[src/rtl/rtr_cfg_pkg.sv]
// Purpose: shared port encoding, FSM state type and XY route function for the table sequencer.
// Latency: none (types and a pure combinational function).
// Backpressure: n/a.
package rtr_cfg_pkg;

    // Router output port encoding as stored in the routing tables.
    localparam logic [2:0] PORT_LOCAL = 3'd0;
    localparam logic [2:0] PORT_N     = 3'd1;
    localparam logic [2:0] PORT_S     = 3'd2;
    localparam logic [2:0] PORT_E     = 3'd3;
    localparam logic [2:0] PORT_W     = 3'd4;

    typedef enum logic [1:0] {
        IDLE = 2'd0,
        RUN  = 2'd1,
        DONE = 2'd2
    } cfg_state_t;

    // Dimension-ordered (column first) route from a source router to a destination.
    // A move that would leave the mesh falls back to PORT_N, which is the table's
    // encoding for "no legal hop"; with in-range coordinates those branches never fire.
    function automatic logic [2:0] xy_port(input int src_row, input int src_col,
                                           input int dst_row, input int dst_col,
                                           input int rows,    input int cols);
        logic [2:0] p;
        if ((dst_row == src_row) && (dst_col == src_col))
            p = PORT_LOCAL;
        else if (dst_col < src_col)
            p = (src_col == 0) ? PORT_N : PORT_W;
        else if (dst_col > src_col)
            p = (src_col == cols - 1) ? PORT_N : PORT_E;
        else if (dst_row < src_row)
            p = PORT_N;
        else
            p = (src_row == rows - 1) ? PORT_N : PORT_S;
        return p;
    endfunction

endpackage

[src/rtl/rtr_table_cfg_ctrl_if.sv]
// Purpose: config-entry bus from the table sequencer to the fabric config decoder.
// Latency: none (wires only).
// Backpressure: valid/ready; master holds all payload fields while valid & !ready.
// Signals: cfg_valid, cfg_ready, cfg_rtr_addr {row,col}, cfg_dst_idx (row*cols+col),
//          cfg_port (route entry), cfg_last (final entry of the current router).
interface rtr_table_cfg_ctrl_if #(
    parameter int NUM_ROWS    = 2,
    parameter int NUM_COLS    = 2,
    parameter int NUM_OUTPUTS = 5,
    parameter int ROUTE_WIDTH = $clog2(NUM_OUTPUTS)
);
    localparam int RTR_ADDR_WIDTH = $clog2(NUM_ROWS) + $clog2(NUM_COLS);
    localparam int IDX_WIDTH      = $clog2(NUM_ROWS * NUM_COLS);

    logic                      cfg_valid;
    logic                      cfg_ready;
    logic [RTR_ADDR_WIDTH-1:0] cfg_rtr_addr;
    logic [IDX_WIDTH-1:0]      cfg_dst_idx;
    logic [ROUTE_WIDTH-1:0]    cfg_port;
    logic                      cfg_last;

    modport master (
        output cfg_valid, cfg_rtr_addr, cfg_dst_idx, cfg_port, cfg_last,
        input  cfg_ready
    );

    modport slave (
        input  cfg_valid, cfg_rtr_addr, cfg_dst_idx, cfg_port, cfg_last,
        output cfg_ready
    );

endinterface

[src/rtl/rtr_xy_port_calc.sv]
// Purpose: combinational XY output-port lookup for one (source, destination) router pair.
// Latency: 0 cycles (pure combinational).
// Backpressure: n/a.
// Ports: src_row/src_col, dst_row/dst_col in; port out (ROUTE_WIDTH).
module rtr_xy_port_calc
    import rtr_cfg_pkg::*;
#(
    parameter int NUM_ROWS    = 2,
    parameter int NUM_COLS    = 2,
    parameter int ROUTE_WIDTH = 3,
    parameter int ROW_WIDTH   = $clog2(NUM_ROWS),
    parameter int COL_WIDTH   = $clog2(NUM_COLS)
) (
    input  logic [ROW_WIDTH-1:0]   src_row,
    input  logic [COL_WIDTH-1:0]   src_col,
    input  logic [ROW_WIDTH-1:0]   dst_row,
    input  logic [COL_WIDTH-1:0]   dst_col,
    output logic [ROUTE_WIDTH-1:0] port
);

    logic [2:0] port_full;

    always_comb begin
        port_full = xy_port(int'(src_row), int'(src_col), int'(dst_row), int'(dst_col),
                            NUM_ROWS, NUM_COLS);
    end

    assign port = ROUTE_WIDTH'(port_full);

endmodule

[src/rtl/rtr_table_cfg_ctrl.sv]
// Purpose: after start, emits one XY routing-table entry per (source router, destination) pair.
// Latency: first entry valid the cycle after start; 1 entry/cycle with ready high; done 1 cycle after last.
// Backpressure: cfg_ready low stalls the walk; all cfg_* fields hold while valid & !ready.
// Ports: clk, rst_n, start, abort in; busy, done out; cfg (master) carries the entry bus.
module rtr_table_cfg_ctrl
    import rtr_cfg_pkg::*;
#(
    parameter int NUM_ROWS    = 2,
    parameter int NUM_COLS    = 2,
    parameter int NUM_OUTPUTS = 5,
    parameter int ROUTE_WIDTH = $clog2(NUM_OUTPUTS)
) (
    input  logic                clk,
    input  logic                rst_n,
    input  logic                start,
    input  logic                abort,
    output logic                busy,
    output logic                done,
    rtr_table_cfg_ctrl_if.master cfg
);

    localparam int ROW_WIDTH      = $clog2(NUM_ROWS);
    localparam int COL_WIDTH      = $clog2(NUM_COLS);
    localparam int RTR_ADDR_WIDTH = ROW_WIDTH + COL_WIDTH;
    localparam int IDX_WIDTH      = $clog2(NUM_ROWS * NUM_COLS);

    // Full-width wrap points; counters never exceed these, even for non-power-of-2 meshes.
    localparam logic [ROW_WIDTH-1:0] ROW_MAX = ROW_WIDTH'(NUM_ROWS - 1);
    localparam logic [COL_WIDTH-1:0] COL_MAX = COL_WIDTH'(NUM_COLS - 1);

    cfg_state_t           state;
    logic [ROW_WIDTH-1:0] src_row;
    logic [COL_WIDTH-1:0] src_col;
    logic [ROW_WIDTH-1:0] dst_row;
    logic [COL_WIDTH-1:0] dst_col;

    logic                   running;
    logic                   handshake;
    logic                   dst_col_wrap;
    logic                   dst_row_wrap;
    logic                   src_col_wrap;
    logic                   src_row_wrap;
    logic                   last_entry;
    logic [ROUTE_WIDTH-1:0] port;

    assign running      = (state == RUN);
    assign handshake    = running && cfg.cfg_ready;
    assign dst_col_wrap = (dst_col == COL_MAX);
    assign dst_row_wrap = (dst_row == ROW_MAX);
    assign src_col_wrap = (src_col == COL_MAX);
    assign src_row_wrap = (src_row == ROW_MAX);
    assign last_entry   = dst_col_wrap && dst_row_wrap && src_col_wrap && src_row_wrap;

    always_ff @(posedge clk or negedge rst_n) begin
        if (!rst_n) begin
            state   <= IDLE;
            src_row <= '0;
            src_col <= '0;
            dst_row <= '0;
            dst_col <= '0;
        end else begin
            case (state)
                IDLE: begin
                    // abort beats a simultaneous start
                    if (start && !abort) begin
                        state <= RUN;
                    end
                end
                RUN: begin
                    if (abort) begin
                        state   <= IDLE;
                        src_row <= '0;
                        src_col <= '0;
                        dst_row <= '0;
                        dst_col <= '0;
                    end else if (handshake) begin
                        // Row-major odometer: dst_col fastest, src_row slowest.
                        // The final entry wraps every counter back to zero on its own.
                        dst_col <= dst_col_wrap ? '0 : dst_col + COL_WIDTH'(1);
                        if (dst_col_wrap) begin
                            dst_row <= dst_row_wrap ? '0 : dst_row + ROW_WIDTH'(1);
                            if (dst_row_wrap) begin
                                src_col <= src_col_wrap ? '0 : src_col + COL_WIDTH'(1);
                                if (src_col_wrap) begin
                                    src_row <= src_row_wrap ? '0 : src_row + ROW_WIDTH'(1);
                                end
                            end
                        end
                        if (last_entry) begin
                            state <= DONE;
                        end
                    end
                end
                DONE: begin
                    // start and abort are both ignored here; the done pulse always completes
                    state <= IDLE;
                end
                default: begin
                    state <= IDLE;
                end
            endcase
        end
    end

    rtr_xy_port_calc #(
        .NUM_ROWS    (NUM_ROWS),
        .NUM_COLS    (NUM_COLS),
        .ROUTE_WIDTH (ROUTE_WIDTH),
        .ROW_WIDTH   (ROW_WIDTH),
        .COL_WIDTH   (COL_WIDTH)
    ) u_port_calc (
        .src_row (src_row),
        .src_col (src_col),
        .dst_row (dst_row),
        .dst_col (dst_col),
        .port    (port)
    );

    // Payload is driven straight from the counters, so it is stable across stalls and
    // is all-zero whenever the FSM is idle (counters are cleared on every exit from RUN).
    assign busy             = running;
    assign done             = (state == DONE);
    assign cfg.cfg_valid    = running;
    assign cfg.cfg_rtr_addr = RTR_ADDR_WIDTH'({src_row, src_col});
    assign cfg.cfg_dst_idx  = IDX_WIDTH'(int'(dst_row) * NUM_COLS + int'(dst_col));
    assign cfg.cfg_port     = port;
    assign cfg.cfg_last     = running && dst_row_wrap && dst_col_wrap;

endmodule

[src/flat_wrapper.sv]
// flat-port wrapper written by rule: the top's interface ports become plain ports
module rtr_table_cfg_ctrl_flat import rtr_cfg_pkg::*;
#(
    parameter int NUM_ROWS    = 2,
    parameter int NUM_COLS    = 2,
    parameter int NUM_OUTPUTS = 5,
    parameter int ROUTE_WIDTH = $clog2(NUM_OUTPUTS)
)
  (clk, rst_n, start, abort, busy, done, cfg_cfg_valid, cfg_cfg_rtr_addr, cfg_cfg_dst_idx, cfg_cfg_port, cfg_cfg_last, cfg_cfg_ready);
  rtr_table_cfg_ctrl_if #(.NUM_ROWS(NUM_ROWS), .NUM_COLS(NUM_COLS), .NUM_OUTPUTS(NUM_OUTPUTS), .ROUTE_WIDTH(ROUTE_WIDTH)) cfg_i ();
  input  logic clk;
  input  logic rst_n;
  input  logic start;
  input  logic abort;
  output logic busy;
  output logic done;
  output wire logic [$bits(cfg_i.cfg_valid)-1:0] cfg_cfg_valid;
  output wire logic [$bits(cfg_i.cfg_rtr_addr)-1:0] cfg_cfg_rtr_addr;
  output wire logic [$bits(cfg_i.cfg_dst_idx)-1:0] cfg_cfg_dst_idx;
  output wire logic [$bits(cfg_i.cfg_port)-1:0] cfg_cfg_port;
  output wire logic [$bits(cfg_i.cfg_last)-1:0] cfg_cfg_last;
  input wire logic [$bits(cfg_i.cfg_ready)-1:0] cfg_cfg_ready;
  assign cfg_cfg_valid = cfg_i.cfg_valid;
  assign cfg_cfg_rtr_addr = cfg_i.cfg_rtr_addr;
  assign cfg_cfg_dst_idx = cfg_i.cfg_dst_idx;
  assign cfg_cfg_port = cfg_i.cfg_port;
  assign cfg_cfg_last = cfg_i.cfg_last;
  assign cfg_i.cfg_ready = cfg_cfg_ready;
  rtr_table_cfg_ctrl #(.NUM_ROWS(NUM_ROWS), .NUM_COLS(NUM_COLS), .NUM_OUTPUTS(NUM_OUTPUTS), .ROUTE_WIDTH(ROUTE_WIDTH)) u_core (.clk(clk), .rst_n(rst_n), .start(start), .abort(abort), .busy(busy), .done(done), .cfg(cfg_i));
endmodule
[config.mk]
export PLATFORM = sky130hd
export DESIGN_NAME = rtr_table_cfg_ctrl_flat
export DESIGN_NICKNAME = d
export VERILOG_FILES = /design/src/rtl/rtr_cfg_pkg.sv /design/src/rtl/rtr_table_cfg_ctrl_if.sv /design/src/rtl/rtr_xy_port_calc.sv /design/src/rtl/rtr_table_cfg_ctrl.sv /design/src/flat_wrapper.sv
export SDC_FILE = /design/constraint.sdc
export NUM_CORES = 1
export LEC_CHECK = 0
export BUFFER_PORTS_ARGS = -buffer_cell sky130_fd_sc_hd__buf_2
export CELL_PAD_IN_SITES_DETAIL_PLACEMENT = 0
export CELL_PAD_IN_SITES_GLOBAL_PLACEMENT = 1
export CORE_AREA = 2 2 39 41
export DETAILED_ROUTE_END_ITERATION = 6
export DIE_AREA = 0 0 41 43
export PLACE_DENSITY_LB_ADDON = 0.3
export SYNTH_ARGS = -nofsm -noshare
export SYNTH_HDL_FRONTEND = slang
export SYNTH_SLANG_ARGS = --single-unit
[constraint.sdc]
create_clock -name clk -period 4.26 [get_ports clk]
set_clock_uncertainty 0.1 [all_clocks]
set_input_delay 0.852 -clock clk [delete_from_list [all_inputs] [get_ports clk]]
set_output_delay 0.852 -clock clk [all_outputs]
set_load 0.03 [all_outputs]
* Yosys cells after proc, flatten, opt, wreduce, memory -nomap -nowiden *
Index checks and enable logic that the tools add are counted.

word-level totals
  flip-flop bits (word level) = 6
  bits of input ports = 5
  output and inout bits = 11

operators by class
  $add $sub $neg = 5
  $lt $le $gt $ge = 3
  equality and inequality tests = 7
  muxes and demuxes = 30
  reduce and logical (&&, ||, !) cells = 19

operators by type and width
  cell                 count
  $mux 1               18
  $mux 2               8
  $mux 3               3
  $logic_and 1x1->1    8
  $reduce_bool 2->1    4
  $ne 3x3->1 const B   2
  $reduce_and 3->1     2
  $reduce_and 5->1     1
  $add 1x1->1 const B  4
  $pmux 2 s2           1
  $reduce_and 4->1     1
  $add 2x1->2          1
  $eq 1x1->1           2
  $eq 2x1->1 const B   1
  $eq 2x2->1 const B   1
  $logic_not 2->1      1
  $lt 1x1->1           2
  $ne 2x1->1 const B   1
  $reduce_and 2->1     1
  $gt 1x1->1           1
  $logic_not 1->1      1

* Logic depth before layout (Yosys ltp) *
Gate-level depths: netlist of the first run.

  depth in word-level cells = 7
  gate-level depth with buffers = 5
  mapped depth without buffers = 5

* Hierarchy *
Synthesis of the first run repeated with hierarchy kept, for this count alone.

second synthesis, totals
  cell total of the unflattened synthesis = 50
  area, all modules = 485.5 um^2

modules (own cells, without submodules)
  module              times used  cells an instance  area each (um^2)
  rtr_table_cfg_ctrl  1           39                 387.9
  rtr_xy_port_calc    1           11                 97.6

* Worst setup path before layout of the first run *
Ideal clock, no wire load.

  path kind = reg-to-output
  from = register u_core.dst_col
  to = output cfg_cfg_port[0]
  arrival time = 1.808 ns
  data required time = 3.308 ns
  slack = 1.500 ns
  cell stages (with the launch flop) = 6
  cells stage by stage = dfrtp_1 buf_6 inv_4 ha_1 nor2_1 a221oi_1

between the ends
  longest elaborated chain between the ends = 4

RTL lines
  item                    line                      source
  from (decl)             rtr_table_cfg_ctrl.sv:35  logic [COL_WIDTH-1:0] dst_col;
  from (signal assigned)  rtr_table_cfg_ctrl.sv:79  dst_col <= dst_col_wrap ? '0 : dst_col + COL_WIDTH'(1);
  $gt 1x1->1              rtr_cfg_pkg.sv:30         else if (dst_col > src_col)
  $mux 2                  rtr_cfg_pkg.sv:30
  $mux 3                  rtr_cfg_pkg.sv:28         else if (dst_col < src_col)
  $mux 3 *                rtr_cfg_pkg.sv:26         if ((dst_row == src_row) && (dst_col == src_col))
  to (decl)               flat_wrapper.sv:20        output wire logic [$bits(cfg_i.cfg_port)-1:0] cfg_cfg_port;

Mark *: on every way between the ends. The rest lies on a longest branch, timed or not.

* Worst setup path after layout of the first run *
  from = register u_core.dst_row
  to = output cfg_cfg_port[1]

between the ends
  longest elaborated chain between the ends = 5

RTL lines
  item                    line                      source
  from (decl)             rtr_table_cfg_ctrl.sv:34  logic [ROW_WIDTH-1:0] dst_row;
  from (signal assigned)  rtr_table_cfg_ctrl.sv:81  dst_row <= dst_row_wrap ? '0 : dst_row + ROW_WIDTH'(1);
  $lt 1x1->1              rtr_cfg_pkg.sv:32         else if (dst_row < src_row)
  $mux 2                  rtr_cfg_pkg.sv:32
  $mux 2                  rtr_cfg_pkg.sv:30
  $mux 3                  rtr_cfg_pkg.sv:28
  $mux 3 *                rtr_cfg_pkg.sv:26

Marks and branches as above.

==> impl_results.md, run 1 <==
- Status: finished clean
- Place WS: 1.74 ns
- Worst Tran Pin Value: 0.352 ns
- Post-detailed-route count of antenna-violating nets: 0
- Ys flop type: dfrtp_1
- Root Driver: clkbuf_4
- Post-synthesis sequential element count: 6
- Via density: a little over 5
- First-pass GRT wire length: between 1000 and 1500 µm
- Slew Limit Fails: 0
- CTS HTree Levels: 1
- Multi-input logic area: between 200 and 250 µm²
- Total global routing track utilization: 12.5%
- Slew margin rel.: 76.6%
- GR Overflow Total: 0
- Final Cycle Share: 65.2%
- Dpl cell area: 497 µm²
- Mapped cell area: 470 µm²
- Post-synth top area share: between 30% and 40%
- Cell area after layout: 519 µm²
- Die Wd: 41 µm
- I/O pin count: 16
- Pwr per Cell Area: 541 nW/µm²
- Crit-path cells: inv_1 -> ha_1 -> or3_1 -> a221oi_2 -> buf_2
- DRT iter0 DRCs: 11
- Setup CP Type: reg -> out
- Post-DP HPWL: 687 µm
- Vias in the first global route: 324
- Die Ht: 43 µm
- Routability congestion estimate: 0.704
- Count of different cell masters after synthesis: 28
- Final Total Pwr: around 280 µW
- Seq. cell area: 150 µm²
- Filler cells: between 150 and 200
- Worst Setup End Kind: output port
- Initial Util: about a third
- Core box area: 1380 µm²
- Final-report hold violation count: 0
- Routed WL: roughly 930 µm
- Hold Slack: 0.320 ns
- Area Overhead vs Synth: 10.4%
- Worst-path cell with the longest stage delay: dfrtp_1
- Asr flop ratio synth: 100%
- DR vias: 398
- Fmax: 360 MHz
- PortBufs: 15
- Synthesized netlist cell count: 50
- Worst setup SP type: flip-flop
- Final worst slack: 1.48 ns
- # clock sinks: 6
- Crit path DAT: approximately 1.8 ns
- Clock-pin slew on the worst setup and hold paths: 0.05 ns
- Max incr delay on CP: 0.46 ns
- Maximum Capacitance Violations: 0
- Syn. warnings: 0
- Area leader, netlist: dfrtp_1
- Antenna cells: 0
- CP required: 3.31 ns
- Die area: 1760 µm²
- Maximum clock path buffer count: 2
- Post-synth EDFFs: 0
- CTS resizes: 0
- Antenna violations before repair: 0
- Largest net degree at the start of global routing: 12
- Nets: 71
- Initial DRT Pass Iterations: 3
- Syn Nets: 58
- Clock Latency Late Sink: 0.25 ns
- # setup viols final: 0
- Avg WL per Cell: 12.1 µm
- Top cells by area, synth: dfrtp_1 (32%), buf_4 (8.0%), ha_1 (8.0%), buf_12 (4.3%), or3_1 (4.0%)
- FP Rows: 14
- TritonCTS clock tree: yes
- Period minus WS final: 2.78 ns
- LEAKAGE: around 0.00026 µW
- CP max FO: 9
- Fraction of layout cells with a size suffix above 1: roughly two fifths
- VDD IR max: approximately 240 µV
- Commonest non-fill, non-tap cell in the layout: buf_2
- RSZ-0062 raised after global routing: false
- DRC viols: 0
- Register area share after synthesis: 31.9%
- Commonest non-fill, non-tap cells in the layout: buf_2 (15), dfrtp_1 (6), nor2_1 (4)
- # hold bufs at CTS: 0
- Hold/Removal Path Class: in -> async
- CTS buffer count: 3
- Mean post-synth cell area: 9.41 µm²
- Setup TNS Final: 0 ns
- Post-CTS setup repair buffer count: 0
[report_power, final]
part           total [µW]  switching [µW]  internal (µW)  leakage (µW)
Clock                53.6            21.6           31.9     0.0000138
Sequential           89.3            22.3           67.0     0.0000785
Combinational         138            90.2           47.8      0.000167
Total                 281             134            147      0.000259
[registers in the layout, indices dropped and copies added (netlist names)]
register / cells
u_core.dst_col: 1
u_core.dst_row: 1
u_core.src_col: 1
u_core.src_row: 1
u_core.state: 2
[layout make-up]
type,instances,share of cell area [%]
multi-input combinational,33,45.1
timing repair buffer,15,14.5
inverter,4,3.37
tap,16,3.86
sequential,6,28.9
clock buffer,3,4.34
[worst max-delay path: cells and delay by family (launching register included)]
kind | cells | cell delay, ns
AOI/OAI and AO/OA | 1 | 0.22
adders and majority gates | 1 | 0.19
buffers and inverters | 2 | 0.32
DFF | 1 | 0.46
and+or+nand+nor | 1 | 0.40
[final timing paths]
check,depth (start not counted),end,startpoint,slack (ns)
setup / recovery,5,cfg_cfg_port[1],u_core.dst_row$_DFFE_PN0P_,1.48
hold / removal,1,u_core.dst_row$_DFFE_PN0P_,rst_n,0.32
setup reg to reg,3,u_core.dst_row$_DFFE_PN0P_,u_core.dst_col$_DFFE_PN0P_,2.97
hold reg to reg,3,u_core.state[0]$_DFFE_PN0P_,u_core.state[1]$_DFFE_PN0P_,0.46
max in group asynchronous,1,u_core.state[1]$_DFFE_PN0P_,rst_n,3.60
min in group clk,3,u_core.state[0]$_DFFE_PN0P_,u_core.state[1]$_DFFE_PN0P_,0.46
[metrics by stage]
| step | utilization, % | cells |
|---|---|---|
| 6_report | 37.5 | 77 |
| 5_1_grt | 37.5 | 77 |
| 4_1_cts | 37.5 | 77 |
| 3_5_place_dp | 35.9 | 74 |
| 3_3_place_gp | 35.9 | 74 |
| 2_1_floorplan | - | 50 |
[logic make-up after synthesis]
| kind of cell | count (synthesis) | synth area share [%] |
|---|---|---|
| and+or+nand+nor | 16 | 18.1 |
| AOI/OAI and AO/OA | 14 | 23.7 |
| buffers and inverters | 11 | 18.4 |
| DFF | 6 | 31.9 |
| adders and majority gates | 3 | 7.98 |
[routing by layer]
layer	share of wire, %	global-route usage (%)
met5	0	0
met4	0.97	8.00
met3	3.9	4.71
met2	44	13.4
met1	51	19.5
[cells in the mapped netlist, types with 2 or more instances]
| library cell | n |
|---|---|
| buf_4 | 5 |
| dfrtp_1 | 6 |
| ha_1 | 3 |
| inv_1 | 2 |
| nand2_1 | 2 |
| nand3_1 | 2 |
| nor2_1 | 4 |
| o21ai_0 | 2 |
| o31ai_1 | 2 |
| o41ai_1 | 2 |
| or3_1 | 3 |
Note: power is estimated with default switching activity, not from simulation.
==> run 2, diff against run 1 <==
- ABC_AREA: default -> 1
- CORE_AREA: 2 2 39 41 -> 2 2 42 44
- DIE_AREA: 0 0 41 43 -> 0 0 44 46
- clock period: 4.26 -> 2.7 ns (I/O delays scaled with it)
==> run 2 against run 1 <==
  * Non-clock buffer count stayed put
  * Utilization is 3.7 points lower
  * Critical path depth is 2 higher
  * Power is 110% higher
  * Register-to-register slack worse by 1.4 ns
  * Clock-buffer cell count stayed put
  * Worst hold slack worse by 0.30 ns
  * Global-route usage is 2.6 points lower
  * Combinational power grew to 2.7 times the previous value
  * Design area is 5.1% higher
  * Routed wire length is 6.2% lower
  * Critical endpoint is now cfg_cfg_port[0]
==> impl_results.md, run 2 <==
- CTS buffer count: 3
- Commonest non-fill, non-tap cell in the layout: nand2_1
- FF-to-FF setup slack: 1.59 ns
- Post-DP HPWL: 765 µm
- CP max FO: 5
- # clock sinks: 6
- Register area share after synthesis: 32.3%
- PortBufs: 15
- FP Rows: 15
- Syn. warnings: 0
- Area Overhead vs Synth: 17.5%
- Critical path launch point: u_core.dst_col$_DFFE_PN0P_
- I/O pin count: 16
- Final-report hold violation count: 0
- Mapped cell area: 464 µm²
- Total global routing track utilization: 9.93%
- VDD IR max: 302 µV
- Largest register FFs: 2
- Maximum Capacitance Violations: 0
- Crit-path cells: inv_1 -> ha_1 -> nand2_1 -> nand2_1 -> o21bai_1 -> inv_1 -> buf_2
- Routed WL: 874 µm
- Kind of cell adding the most delay to the critical path: flip-flops
- Period minus WS final: 2.12 ns
- Die Wd: 44 µm
- # setup viols final: 0
- Vias in the first global route: 368
- Worst Tran Pin Value: 0.203 ns
- Cell area after layout: 546 µm²
- CP required: 2.06 ns
- Dpl cell area: 523 µm²
- Clock Latency Late Sink: 0.23 ns
- Post-synth top area share: 32.3%
- Capture point of the worst reg-to-reg path: u_core.src_col$_DFFE_PN0P_
- Area leader, netlist: dfrtp_1
- LEAKAGE: roughly 0.00033 µW
- Setup CP Type: reg -> out
- # hold bufs at CTS: 0
- Fraction of layout cells with a size suffix above 1: 25.6%
- Initial Util: 28.8%
- Count of different cell masters after synthesis: 14
- Max incr delay on CP: 0.40 ns
- Post-detailed-route count of antenna-violating nets: 0
- Reg2reg path depth: 6
- Asr flop ratio synth: 100%
- Avg WL per Cell: approximately 8.8 µm
- DRT iter0 DRCs: 3
- Maximum clock path buffer count: 2
- Clock-pin slew on the worst setup and hold paths: roughly 0.040 ns
- Nets: 92
- Synth top cells by count: nand2_1 (21), inv_1 (13), nor2_1 (8), dfrtp_1 (6), buf_4 (5)
- Worst Setup End Kind: output port
- Crit path DAT: 1.48 ns
- Die area: 2020 µm²
- Core box area: ~1600 µm²
- Post-synth EDFFs: 0
- Hold/Removal Path Class: in -> async
- Top cells by area, synth: dfrtp_1 (32%), nand2_1 (17%), inv_1 (11%), buf_4 (8.1%), ha_1 (8.1%)
- Root Driver: clkbuf_4
- RSZ-0062 raised after global routing: false
- Worst-path cell with the longest stage delay: dfrtp_1
- Setup TNS Final: 0 ns
- Slew margin rel.: 86.5%
- CTS resizes: 0
- R2R Path Start: u_core.state[1]$_DFFE_PN0P_
- Largest net degree at the start of global routing: 7
- Commonest non-fill, non-tap cells in the layout: nand2_1 (21), buf_2 (15), inv_1 (13), nor2_1 (8), dfrtp_1 (6)
- Mean post-synth cell area: 6.73 µm²
- Routability congestion estimate: 0.666
- Most frequent cell after synthesis: nand2_1
- Hold Slack: 0.0174 ns
- GR Overflow Total: 0
- Fmax: 471 MHz
- Post-CTS setup repair buffer count: 0
- TritonCTS clock tree: yes
- Ys flop type: dfrtp_1
- Final Cycle Share: about four fifths
- CTS HTree Levels: 1
- Syn Nets: just under 80
- First-pass GRT wire length: 1480 µm
- DR vias: ~420
- Pwr per Cell Area: 1100 nW/µm²
- Antenna cells: 0
- Synthesized netlist cell count: a little under 70
- Via density: about 4.2
- Post-synthesis sequential element count: 6
- DRC viols: 0
- Slew Limit Fails: 0
- Initial DRT Pass Iterations: 3
- Status: finished clean
- Most flops, register: u_core.state
- WP buf/inv: 3
- Antenna violations before repair: 0
- Worst setup SP type: flip-flop
- Die Ht: 46 µm
-- run 2: per-stage QoR --
stage | instances | power, µW | worst slack [ns] | utilization (%)
2_1_floorplan | 69 | 468 | 0.670 | -
3_3_place_gp | 96 | 530 | 0.805 | 32.4
3_5_place_dp | 96 | 531 | 0.805 | 32.4
4_1_cts | 99 | 611 | 0.555 | 33.8
5_1_grt | 99 | 661 | 0.463 | 33.8
6_report | 99 | 600 | 0.578 | 33.8
-- run 2: kinds of logic after synthesis --
family                     count (synthesis)  share of synthesized area, %
buffers and inverters                     18                          18.6
AOI/OAI and AO/OA                          5                          6.47
adders and majority gates                  3                          8.09
DFF                                        6                          32.3
and+or+nand+nor                           37                          34.5
-- run 2: how the worst max path moves through the flow --
stage | endpoint | slack (ns) | cells past startpoint
3_5_place_dp | cfg_cfg_port[0] | 0.81 | 7
3_3_place_gp | cfg_cfg_port[0] | 0.80 | 7
5_1_grt | cfg_cfg_port[0] | 0.46 | 7
6_report | cfg_cfg_port[0] | 0.58 | 7
2_1_floorplan | cfg_cfg_port[1] | 0.67 | 5
4_1_cts | cfg_cfg_port[0] | 0.55 | 7
-- run 2: final cells by class --
| class | instances | area (µm²) |
|---|---|---|
| tap | 17 | 21.3 |
| timing repair buffer | 15 | 75.1 |
| fill | 183 | 1070 |
| multi-input combinational | 45 | 228 |
| clock buffer | 3 | 22.5 |
| inverter | 13 | 48.8 |
| sequential | 6 | 150 |
-- run 2: power breakdown --
group,total (µW),switching (µW),internal [µW]
combinational,370,255,115
sequential,153,36.3,116
clock,77.0,27.1,49.9
total,600,319,281
-- run 2: worst register-to-register path, stage by stage, from the launching register on --
cell and delay (ns):
dfrtp_1 0.37, inv_1 0.08, nand2_2 0.10, nor2_4 0.15
nand2_1 0.09, nand2_1 0.06, o21ai_1 0.05
-- run 2: per-layer routing --
layer,up-vias,wire (µm),GRT usage (%)
met2,10,418,17.4
met5,-,0,0
met3,2,39,2.38
met1,176,409,11.8
met4,0,7,3.64
li1,230,-,-
==> run 3, diff against run 2 <==
- CORE_AREA: 2 2 42 44 -> 2 2 44 46
- DIE_AREA: 0 0 44 46 -> 0 0 46 48
- clock period: 2.7 -> 1.9 ns (I/O delays scaled with it)
==> run 3 against run 2 <==
  * Final cell count up 6.1%
  * Critical path depth unchanged
  * Highest routed layer unchanged
  * Sequential power up 27%
==> impl_results.md, run 3 (synthesis gave the netlist of run 2 again) <==
- Total global routing track utilization: 11.5%
- Kind of cell adding the most delay to the critical path: buffers and inverters
- WP buf/inv: 4
- RSZ-0062 raised after global routing: true
- Filler cells: ~200
- Hold/Removal Path Class: in -> reg
- Levels on crit path: 7
- Commonest non-fill, non-tap cells in the layout: nand2_1 (20), buf_2 (13), inv_1 (12), nor2_1 (8)
- CP required: around 1.4 ns
- Slew Limit Fails: 0
- Maximum clock path buffer count: 2
- CTS HTree Levels: 1
- CP max FO: 2
- DR vias: around 450
- Core box area: roughly 1700 µm²
- Dpl cell area: roughly 530 µm²
- Worst setup SP type: flip-flop
- I/O pin count: 16
- Via density: 4.24
- Root Driver: clkbuf_4
- VDD IR max: between 500 and 600 µV
- PortBufs: 15
- Pwr per Cell Area: 1620 nW/µm²
- Antenna cells: 0
- Area Overhead vs Synth: 31.8%
- LEAKAGE: 0.000364 µW
- TritonCTS clock tree: yes
- Worst-path cell with the longest stage delay: dfrtp_1
- CTS buffer count: 3
- Nets: 98
- Reg2reg path depth: 7
- Fraction of layout cells with a size suffix above 1: between 30 and 40%
- # setup viols final: 0
- Avg WL per Cell: around 9 µm
- Routed WL: 968 µm
- Final worst slack: 0.0224 ns
- Worst Tran Pin Value: 0.183 ns
- Post-detailed-route count of antenna-violating nets: 0
- # clock sinks: 6
- Largest register FFs: 2
- Crit-path cells: buf_4 -> ha_2 -> inv_1 -> nand3_2 -> o21bai_1 -> inv_1 -> buf_6
- Period minus WS final: 1.88 ns
- Setup TNS Final: 0 ns
- Die Ht: approximately 48 µm
- First-pass GRT wire length: about 1700 µm
- Slew margin rel.: roughly 88%
- Final-report hold violation count: 0
- Clock Latency Late Sink: 0.24 ns
- Max incr delay on CP: around 0.38 ns
- Most flops, register: u_core.state
- Worst Setup End Kind: output port
- Crit path DAT: 1.40 ns
- GR Overflow Total: 0
- Maximum Capacitance Violations: 0
- Vias in the first global route: 381
- Fmax: 533 MHz
- Cell area after layout: 612 µm²
- Routability congestion estimate: ~0.68
- Die area: 2210 µm²
- Status: finished clean
- Antenna violations before repair: 0
- Largest net degree at the start of global routing: 7
- Initial Util: 27.5%
- Post-DP HPWL: 795 µm
- Initial DRT Pass Iterations: 2
- DRT iter0 DRCs: 18
- Hold path depth: 3
- Place WS: 0.173 ns
- Setup CP Type: reg -> out
- Clock-pin slew on the worst setup and hold paths: 0.04 ns
- Final Cycle Share: between 90% and 100%
- Die Wd: 46 µm
- FP Rows: 15
- Crit-path most repeated cell: inv_1
- Commonest non-fill, non-tap cell in the layout: nand2_1
- DRC viols: 0
==> run 3: cell types whose count changed in the layout (fill, tap and decap cells not counted), sizes merged <==
cell | previous run | this run
buf | 15 | 20
dlygate4sd3 | 0 | 1
==> run 3: final cells by class <==
cell class	count	area [µm²]	area share [%]
multi-input combinational	45	238	38.9
sequential	6	150	24.5
tap	17	21.3	3.48
inverter	13	48.8	7.98
timing repair buffer	21	131	21.5
clock buffer	3	22.5	3.68
==> run 3: timing repair <==
item	CTS	global route
hold buffers	1	0
setup buffers	4	0
hold endpoints to repair	6	0
pin swaps	1	0
setup endpoints to repair	2	2
gates resized for setup	4	4
==> run 3: where the power goes <==
part	total (µW)	switching (µW)	leakage, µW	internal (µW)
clock	116	44.5	0.0000138	71.4
combinational	683	415	0.000274	267
sequential	194	28.1	0.0000765	166
==> run 3: through the flow <==
| step | cells | util (%) | hold slack [ns] | power [µW] |
|---|---|---|---|---|
| 2_1_floorplan | 69 | - | -0.0156 | 665 |
| 3_3_place_gp | 97 | 31.4 | 0.121 | 765 |
| 3_5_place_dp | 97 | 31.4 | 0.122 | 767 |
| 4_1_cts | 105 | 35.9 | 0.292 | 980 |
| 5_1_grt | 105 | 36.2 | 0.331 | 1090 |
| 6_report | 105 | 36.2 | 0.295 | 992 |
==> run 3: worst reg2reg max path: stages (launching register included) <==
cell and delay (ns):
dfrtp_1 0.38, buf_4 0.14, buf_4 0.13, nand2_1 0.10
nand2_1 0.10, nand2_1 0.10, nand2_1 0.05, o21ai_1 0.06
==> run 3: path summary, 6_finish.rpt <==
check	start	endpoint	slack, ns
max	u_core.dst_col$_DFFE_PN0P_	cfg_cfg_port[0]	0.02
min	start	u_core.state[0]$_DFFE_PN0P_	0.29
max reg2reg	u_core.dst_col$_DFFE_PN0P_	u_core.src_col$_DFFE_PN0P_	0.67
min reg2reg	u_core.state[1]$_DFFE_PN0P_	u_core.state[0]$_DFFE_PN0P_	0.45
max in group asynchronous	rst_n	u_core.state[0]$_DFFE_PN0P_	1.16
min in group asynchronous	rst_n	u_core.src_row$_DFFE_PN0P_	0.39
==> run 3: layer usage <==
layer | track usage [%] | wire [µm] | up-vias
li1 | - | - | 244
met1 | 12.2 | 436 | 187
met2 | 18.6 | 474 | 12
met3 | 4.53 | 39 | 2
met4 | 8.57 | 19 | 0
met5 | 0 | 0 | -
